--- src/rtl/render_resp_tx.sv ---
// Render-domain response transmitter: packs FRAME/STATUS words, queues them, and streams them MSB nibble first.
// Optional build macro RESP_CRC_EN appends a CRC-4 nibble (x^4+x+1, init 0) after each word.
module render_resp_tx #(
  parameter int FIFO_DEPTH  = 4,
  parameter int FRAME_CNT_W = 16
) (
  input  logic                          clk_render,
  input  logic                          rst_render,
  input  logic                          frame_done,
  input  logic                          status_req,
  input  logic                          create_done,
  input  logic                          busy_fd,
  input  logic                          busy_rm,
  input  logic [7:0]                    max_inst,
  output logic [3:0]                    tx_nibble,
  output logic                          tx_valid,
  input  logic                          tx_ready,
  output logic                          tx_last,
  output logic                          overflow,
  output logic [$clog2(FIFO_DEPTH):0]   fifo_level
);

  localparam int PTR_W = $clog2(FIFO_DEPTH);
  localparam int LVL_W = PTR_W + 1;
`ifdef RESP_CRC_EN
  localparam logic [3:0] LAST_IDX = 4'd8;
`else
  localparam logic [3:0] LAST_IDX = 4'd7;
`endif

  if (FRAME_CNT_W != 16) begin : g_bad_cnt_w
    $error("render_resp_tx: FRAME_CNT_W must be 16");
  end
  if (FIFO_DEPTH < 2 || (FIFO_DEPTH & (FIFO_DEPTH - 1)) != 0) begin : g_bad_depth
    $error("render_resp_tx: FIFO_DEPTH must be a power of 2 and >= 2");
  end

  typedef enum logic {S_IDLE, S_SHIFT} state_t;

  state_t                   r_state;
  state_t                   w_state_nxt;
  logic [FRAME_CNT_W-1:0]   r_frame_cnt;
  logic [FRAME_CNT_W-1:0]   w_frame_cnt_inc;
  logic                     r_pending;
  logic                     r_overflow;
  logic [31:0]              r_mem [FIFO_DEPTH];
  logic [LVL_W-1:0]         r_wr_ptr;
  logic [LVL_W-1:0]         r_rd_ptr;
  logic [LVL_W-1:0]         w_level;
  logic                     w_full;
  logic                     w_empty;
  logic                     w_frame_push;
  logic                     w_stat_push;
  logic                     w_push;
  logic                     w_pop;
  logic [31:0]              w_frame_word;
  logic [31:0]              w_status_word;
  logic [31:0]              w_push_data;
  logic [31:0]              r_shreg;
  logic [3:0]               r_idx;
  logic                     w_last;
`ifdef RESP_CRC_EN
  logic [3:0]               r_crc;

  function automatic logic [3:0] crc4(input logic [31:0] data);
    logic [3:0] c;
    logic       fb;
    c = 4'h0;
    for (int i = 31; i >= 0; i--) begin
      fb = c[3] ^ data[i];
      c  = {c[2:0], 1'b0} ^ {2'b00, fb, fb};
    end
    return c;
  endfunction
`endif

  assign w_level         = r_wr_ptr - r_rd_ptr;
  assign w_full          = (w_level == LVL_W'(FIFO_DEPTH));
  assign w_empty         = (w_level == '0);
  assign w_frame_cnt_inc = r_frame_cnt + FRAME_CNT_W'(1);

  // Frames win the single write port; a pending STATUS waits for a frame-free cycle with space.
  assign w_frame_push  = frame_done && !w_full;
  assign w_stat_push   = r_pending && !frame_done && !w_full;
  assign w_push        = w_frame_push || w_stat_push;
  assign w_pop         = (r_state == S_IDLE) && !w_empty;

  assign w_frame_word  = {4'hA, 4'h0, max_inst, w_frame_cnt_inc};
  assign w_status_word = {4'h5, 1'b0, r_overflow, busy_fd, busy_rm, create_done,
                          7'b0, max_inst, r_frame_cnt[7:0]};
  assign w_push_data   = frame_done ? w_frame_word : w_status_word;

  // NOTE: sequential state uses non-blocking assignments so every register samples pre-edge values.
  always_ff @(posedge clk_render or posedge rst_render) begin
    if (rst_render) begin
      r_frame_cnt <= '0;
      r_pending   <= 1'b0;
      r_overflow  <= 1'b0;
      r_wr_ptr    <= '0;
      r_rd_ptr    <= '0;
    end else begin
      if (frame_done) r_frame_cnt <= w_frame_cnt_inc;
      // Requests arriving while one is already pending fold into it.
      r_pending <= w_stat_push ? 1'b0 : (r_pending | status_req);
      if (frame_done && w_full) r_overflow <= 1'b1;
      else if (w_stat_push)     r_overflow <= 1'b0;
      if (w_push) r_wr_ptr <= r_wr_ptr + LVL_W'(1);
      if (w_pop)  r_rd_ptr <= r_rd_ptr + LVL_W'(1);
    end
  end

  // NOTE: the word storage has no reset; the pointers alone decide what is valid.
  always_ff @(posedge clk_render) begin
    if (w_push) r_mem[r_wr_ptr[PTR_W-1:0]] <= w_push_data;
  end

  always_ff @(posedge clk_render or posedge rst_render) begin
    if (rst_render) r_state <= S_IDLE;
    else            r_state <= w_state_nxt;
  end

  // NOTE: every output of this block gets a default first so no latch can be inferred.
  always_comb begin
    w_state_nxt = r_state;
    tx_valid    = 1'b0;
    w_last      = 1'b0;
    tx_nibble   = 4'h0;
    case (r_state)
      S_IDLE: begin
        if (!w_empty) w_state_nxt = S_SHIFT;
      end
      S_SHIFT: begin
        tx_valid = 1'b1;
        w_last   = (r_idx == LAST_IDX);
`ifdef RESP_CRC_EN
        tx_nibble = (r_idx == 4'd8) ? r_crc : r_shreg[31:28];
`else
        tx_nibble = r_shreg[31:28];
`endif
        if (tx_ready && w_last) w_state_nxt = S_IDLE;
      end
      default: w_state_nxt = S_IDLE;
    endcase
  end

  always_ff @(posedge clk_render or posedge rst_render) begin
    if (rst_render) begin
      r_shreg <= '0;
      r_idx   <= '0;
`ifdef RESP_CRC_EN
      r_crc   <= '0;
`endif
    end else if (w_pop) begin
      r_shreg <= r_mem[r_rd_ptr[PTR_W-1:0]];
      r_idx   <= '0;
`ifdef RESP_CRC_EN
      r_crc   <= crc4(r_mem[r_rd_ptr[PTR_W-1:0]]);
`endif
    end else if (tx_valid && tx_ready) begin
      r_shreg <= {r_shreg[27:0], 4'h0};
      r_idx   <= r_idx + 4'd1;
    end
  end

  assign tx_last    = w_last;
  assign overflow   = r_overflow;
  assign fifo_level = w_level;

endmodule

--- config.mk ---
export PLATFORM = sky130hd
export DESIGN_NAME = render_resp_tx
export DESIGN_NICKNAME = d
export VERILOG_FILES = /design/src/rtl/render_resp_tx.sv
export SDC_FILE = /design/constraint.sdc
export NUM_CORES = 1
export LEC_CHECK = 0
export BUFFER_PORTS_ARGS = -buffer_cell sky130_fd_sc_hd__buf_2
export CORE_ASPECT_RATIO = 1.5
export CORE_UTILIZATION = 40
export DETAILED_ROUTE_END_ITERATION = 8
export GPL_TIMING_DRIVEN = 0
export PLACE_DENSITY = 0.65
export SYNTH_ARGS = -nofsm -noshare
export SYNTH_HDL_FRONTEND = slang
export SYNTH_SLANG_ARGS = --single-unit
--- constraint.sdc ---
create_clock -name clk_render -period 5.9 [get_ports clk_render]
set_input_delay 0.59 -clock clk_render [delete_from_list [all_inputs] [get_ports clk_render]]
set_output_delay 0.59 -clock clk_render [all_outputs]
set_load 0.05 [all_outputs]
==> results of run 1 <==
## metal layers
metal  routed length [um]  vias up  GRT usage (%)
li1                     -     1937              -
met1                 5670     2186           18.0
met2                 8400       91           31.3
met3                  358       12           2.08
met4                  165        0           6.29
met5                    0        -              0
## cells in the mapped netlist (2+ instances only)
cell type,instances
dfrtp_1,61
buf_2,7
mux4_2,29
nor4_1,4
nand2_1,34
xor2_1,8
ha_1,8
mux2i_1,11
nor2_1,53
edfxtp_1,116
o22ai_1,20
mux2_2,2
nor3_1,4
and2_1,16
clkbuf_1,14
nand3_1,17
a21oi_2,2
a22oi_1,8
xnor2_1,19
o21ai_0,9
inv_1,10
nor2b_1,4
nand4_1,5
a21oi_1,18
## per-stage QoR
step	area [um2]	hold WS [ps]	total power [mW]	util (%)	std cells
floorplan	7390	446	3.22	-	495
global placement	7780	462	3.62	43.2	736
detailed placement	7810	478	3.67	43.3	737
CTS	8350	198	4.69	46.3	769
global route	8350	233	4.89	46.3	769
finish	8350	194	4.64	46.3	769
## worst register-to-register path, cell delays in order, from the launching register on
cell	delay, ps
dfrtp_1	370
inv_1	100
ha_1	220
fa_1	380
xnor3_2	330
inv_1	140
a21oi_2	300
and2_2	800
## power groups by stage
stage / registers (mW) / clock network, mW / logic [mW]
floorplan: 2.09 / 0 / 1.13
global route: 2.19 / 1.09 / 1.61
CTS: 2.14 / 1.04 / 1.51
detailed placement: 2.16 / 0 / 1.51
global placement: 2.14 / 0 / 1.48
finish: 2.14 / 1.03 / 1.48
## state kept, by name, indices dropped and copies added (netlist names)
| name | flops |
|---|---|
| r_mem | 116 |
| r_shreg | 32 |
| r_frame_cnt | 16 |
| r_idx | 4 |
| r_rd_ptr | 3 |
| r_wr_ptr | 3 |
| overflow | 1 |
| r_pending | 1 |
| r_state | 1 |
## cell families after synthesis
group                      after synthesis  share of synthesized area [%]
buffers and inverters                   33                           1.81
muxes                                   42                           10.6
xor gates and xnor gates                28                           3.52
adders and majority gates                9                           1.62
and+or+nand+nor                        146                           9.56
DFF                                    177                           67.8
AOI/OAI and AO/OA                       60                           5.08
## final timing paths
check                               endpoint
worst max register to register  r_mem[3][11]
worst min register to register   r_rd_ptr[2]
worst max-delay path            r_mem[3][11]
min in group clk_render            r_pending
worst min-delay path             r_wr_ptr[0]
max in group asynchronous        r_shreg[15]
## area by class of cell
class,instances,area [um2],area share [%]
Sequential cell,177,5010,60.0
Multi-Input combinational cell,285,2250,27.0
Clock buffer,18,439,5.26
Tap cell,217,272,3.25
Timing Repair Buffer,25,140,1.68
Clock inverter,14,103,1.23
Buffer,23,96.3,1.15
Inverter,10,37.5,0.450
==> reports/metrics.csv, run 1 <==
stage,metric,value,unit
timing,hold_viol_final,0,
critical_path,startpoint,r_wr_ptr[0],
power_and_ir_drop,p_int,3.02,mW
clock_network,clk_path_buf_depth,2,
critical_path,cpMaxStageDelayCell,and2_2,
status,status,finished clean,
critical_path,crit_path_max_incr_delay,800,ps
critical_path,r2r_slack,2860,ps
critical_path,rr_worst_depth,7,
layout,drive_gt1_share,20.3,%
detailed_routing,first_pass_iters,5,
power_and_ir_drop,combinationalPowerShare,31.9,%
timing,fmax,328,MHz
detailed_routing,drcViolationCount,0,
timing,min_period,3040,ps
layout,layout.nets,564,
die,die_w,113,um
layout,n_fill_cell,1600,
run,max_cap_viol_count,0,
timing,fin_tns_setup,0,ps
power_and_ir_drop,powerDensity,556,nW/um2
power_and_ir_drop,pwr-share-clk,22.1,%
critical_path,cp_top_family,simple AND/OR/NAND/NOR gates,
hold_path,worstHoldPathType,input pin to asynchronous set/reset pin,
synth,ys_async_sr_fraction,34.5,%
global_routing,grt_max_degree,42,
synth,synthCells,495,
detailed_routing,ant_nets,0,
placed_design,finalWeightedCongestion,0.791,
clock_network,postCtsSetupBuffers,0,
global_routing,grt_pass1_vias,4431,
synth,syn_area_per_cell,14.9,um2
synth,postSynthNetCount,520,
synth,ys_seq_area_share,67.8,%
power_and_ir_drop,p_leak,3.09,nW
synth,synth_cell_type_count,40,
detailed_routing,detailroute.via_count,4226,
detailed_routing,drt_iter0_markers,289,
timing,setup_violations,0,
global_routing,grt_pass1_wl,23400,um
die,initial_utilization,41.0,%
placed_design,numPortBuffers,24,
timing,rsz0062_at_grt,no,
critical_path,path_max_fanout,30,
synth,yosys_warnings,0,
global_routing,track_usage,16.3,%
timing,layout_setup_ws,2860,ps
synth,synth_edf_count,116,
critical_path,path_cells,inv_1 -> ha_1 -> fa_1 -> xnor3_2 -> inv_1 -> a21oi_2 -> and2_2,
placed_design,pre_cts_ws,2860,ps
clock_network,holdBufCountCts,0,
critical_path,path_class,flip-flop to flip-flop,
synth,synth_area,7390,um2
timing,maxSlewHeadroom,40.5,%
clock_network,cts_buffers,17,
critical_path,critPathCaptureType,flip-flop,
clock_network,cts_tree,built,
power_and_ir_drop,ir_worst_vdd,0.000231,V
clock_network,cts_resized,0,
critical_path,path_depth,7,
layout,final_common_cell,edfxtp_1,
die,fp.coreArea,18000,um2
detailed_routing,drt_wl_total,14600,um
detailed_routing,vias_per_cell,5.50,
critical_path,reg2reg_from,r_wr_ptr[0],
critical_path,cp.arrival,3070,ps
layout,area_growth,13.0,%
clock_network,htreeDepth,4,
clock_network,root_buffer,clkbuf_16,
critical_path,cp-start-kind,flip-flop,
die,pin_count,26,
timing,post-route-period-util,51.6,%
clock_network,numClockSinks,177,
global_routing,antenna_found_initial,0,
layout,diodes,0,
global_routing,grt_overflow,0,
power_and_ir_drop,share_seq_of_total_power,46.0,%
die,rows,60,
critical_path,path_buf_inv,2,
synth,ys_ff_latch,177,
die,die_h,168,um
timing,tightest_slew,893,ps
detailed_routing,wl_per_cell,19.0,um
synth,synth_top_flop_cell,edfxtp_1,
clock_network,clk_latency,410,ps
power_and_ir_drop,switching_power,1.62,mW
synth,synth_area_leaders,"edfxtp_1 47%, dfrtp_1 21%, mux4_2 8.8%",
placed_design,post-dp-hpwl,9860,um
critical_path,crit_required,5930,ps
power_and_ir_drop,swShare,35.0,%
die,fp.dieArea,19000,um2
clock_network,clk_pin_slew,70,ps
synth,synth_top_area_share,47.1,%
critical_path,crit_path_frequent_cell,inv_1,
synth,yosys.area.top_type,edfxtp_1,
layout,layout_common_cells,"116 x edfxtp_1, 61 x dfrtp_1, 53 x nor2_1, 34 x nand2_1, 31 x buf_2",
timing,slew_violations,0,
timing,final.setup_skew,10.6,ps
Note: power is estimated with default switching activity, not from simulation.
==> inputs of run 2 (changes only) <==
--- a/config.mk
+++ b/config.mk
@@ -10,7 +10,7 @@
 export CORE_UTILIZATION = 40
 export DETAILED_ROUTE_END_ITERATION = 8
 export GPL_TIMING_DRIVEN = 0
-export PLACE_DENSITY = 0.65
+export PLACE_DENSITY = 0.67
 export SYNTH_ARGS = -nofsm -noshare
 export SYNTH_HDL_FRONTEND = slang
 export SYNTH_SLANG_ARGS = --single-unit
==> constraint.sdc (replaced) <==
create_clock -name clk_render -period 2.8 [get_ports clk_render]
set_input_delay 0.28 -clock clk_render [delete_from_list [all_inputs] [get_ports clk_render]]
set_output_delay 0.28 -clock clk_render [all_outputs]
set_load 0.05 [all_outputs]
==> run 2 against run 1 <==
Clock power is 130% higher. Non-clock buffer count is 1 higher. Via count is 0.17% lower. Largest cell class unchanged.
==> reports/metrics.csv, run 2 (synthesized netlist as in run 1, its figures left out) <==
stage,metric,value,unit,change
global_routing,grt_max_degree,41,,-2.4%
critical_path,r2r_slack,150,ps,-2710 ps
layout,area_growth,14.0,%,
global_routing,antenna_found_initial,0,,unchanged
critical_path,reg2reg_from,r_wr_ptr[0],,
placed_design,numPortBuffers,24,,unchanged
clock_network,cts_tree,built,,
timing,setup_violations,0,,unchanged
clock_network,root_buffer,clkbuf_16,,
hold_path,min_to,r_pending,,
critical_path,path_max_fanout,29,,-3.3%
timing,rsz0062_at_grt,no,,
hold_path,worstHoldPathType,input pin to flip-flop,,
run,max_cap_viol_count,0,,unchanged
detailed_routing,drcViolationCount,0,,unchanged
layout,diodes,0,,unchanged
layout,drive_gt1_share,20.3,%,-0.037 points
detailed_routing,drt_wl_total,14500,um,-0.83%
critical_path,cp-start-kind,flip-flop,,
clock_network,clk_latency,420,ps,about the same
power_and_ir_drop,powerDensity,1190,nW/um2,+110%
timing,fmax,377,MHz,+15%
timing,tightest_slew,745,ps,-148 ps
hold_path,hold_depth,3,,
layout,layout_common_cells,"116 x edfxtp_1, 61 x dfrtp_1, 53 x nor2_1, 34 x nand2_1, 31 x buf_2",,
critical_path,rr_worst_depth,7,,unchanged
critical_path,r2r_end,r_mem[2][14],,
layout,final_common_cell,edfxtp_1,,
clock_network,clk_pin_slew,70,ps,about the same
timing,slew_violations,0,,unchanged
timing,min_period,2650,ps,-392 ps
die,rows,60,,unchanged
detailed_routing,first_pass_iters,4,,-1
detailed_routing,drt_iter0_markers,251,,-13%
power_and_ir_drop,p_leak,3.12,nW,+0.92%
die,die_w,113,um,unchanged
global_routing,grt_overflow,0,,unchanged
clock_network,htreeDepth,4,,unchanged
clock_network,cts_buffers,17,,unchanged
die,initial_utilization,41.0,%,unchanged
detailed_routing,detailroute.via_count,4219,,-0.17%
die,fp.dieArea,19000,um2,unchanged
global_routing,grt_pass1_vias,4540,,+2.5%
power_and_ir_drop,ir_worst_vdd,0.000430,V,+86%
hold_path,hp-start,status_req,,
timing,post-route-period-util,94.7,%,+43 points
die,pin_count,26,,unchanged
critical_path,cp.arrival,2710,ps,-360 ps
layout,layout.nets,565,,+0.18%
timing,final.setup_skew,10.8,ps,+0.132 ps
global_routing,track_usage,16.3,%,about the same
detailed_routing,ant_nets,0,,unchanged
critical_path,critPathCaptureType,flip-flop,,
die,fp.coreArea,18000,um2,unchanged
placed_design,post-dp-hpwl,9720,um,-1.5%
status,status,finished clean,,
timing,hold_viol_final,0,,unchanged
detailed_routing,wl_per_cell,18.8,um,-0.96%
placed_design,finalWeightedCongestion,0.794,,+0.29%
global_routing,grt_pass1_wl,23400,um,unchanged
clock_network,postCtsSetupBuffers,0,,unchanged
clock_network,clk_path_buf_depth,2,,unchanged
timing,maxSlewHeadroom,50.3,%,+9.9 points
clock_network,numClockSinks,177,,unchanged
detailed_routing,vias_per_cell,5.48,,-0.30%
critical_path,crit_required,2860,ps,-3070 ps
layout,largest_reg_flops,116,,unchanged
timing,whs,146,ps,-47.6 ps
critical_path,path_class,flip-flop to flip-flop,,
die,die_h,168,um,unchanged
timing,fin_tns_setup,0,ps,unchanged
==> run 2: layer usage <==
metal	share of wire, %	wire length, um	track usage (%)
met1	39	5700	17.7
met5	0	0	0
met2	55	7980	30.5
met3	3.2	464	3.51
met4	2.3	336	6.81
==> run 2: critical path, cell delays in order, from the launching register on <==
cell and delay (ps):
dfrtp_1 400, inv_2 80, ha_1 210, fa_1 380, xnor3_2 350, inv_2 110
a21oi_4 230, and2_4 510
==> run 2: power by group <==
group	total, mW	internal (mW)	switching (mW)
Sequential	4.50	4.05	0.446
Clock	2.37	1.36	1.01
Combinational	3.16	1.16	1.99
==> run 2: how the worst max path moves through the flow <==
| stage | startpoint | endpoint |
|---|---|---|
| floorplan | r_wr_ptr[0] | r_mem[3][0] |
| global placement | r_wr_ptr[0] | r_mem[3][13] |
| detailed placement | r_wr_ptr[0] | r_mem[3][13] |
| CTS | r_wr_ptr[0] | r_mem[3][19] |
| global route | r_wr_ptr[0] | r_mem[3][19] |
| finish | r_wr_ptr[0] | r_mem[2][14] |
==> run 2: metrics by stage <==
step           cell area (um2)  cells  power [mW]  util, %  setup slack, ps
5_1_grt                   8420    770        10.6     46.8             16.0
4_1_cts                   8420    770        10.1     46.8             5.69
3_5_place_dp              7810    737        7.72     43.3             -283
6_report                  8420    770        10.0     46.8              148
3_3_place_gp              7790    736        7.58     43.2             -218
2_1_floorplan             7400    495        6.78        -             11.2
==> run 2: timing repair <==
action,CTS,global route
resized for setup,5,2
hold buffers,1,0
setup endpoints to repair,117,117
pin swaps,3,1
hold endpoints to repair,21,0
==> run 2: final cells by class <==
class                      count  area [um2]
fill                        1562        9590
sequential                   177        5010
multi-input combinational    285        2270
clock buffer                  19         443
tap                          217         272
clock inverter                13         150
timing repair buffer          26         150
buffer                        23        96.3
inverter                      10        37.5
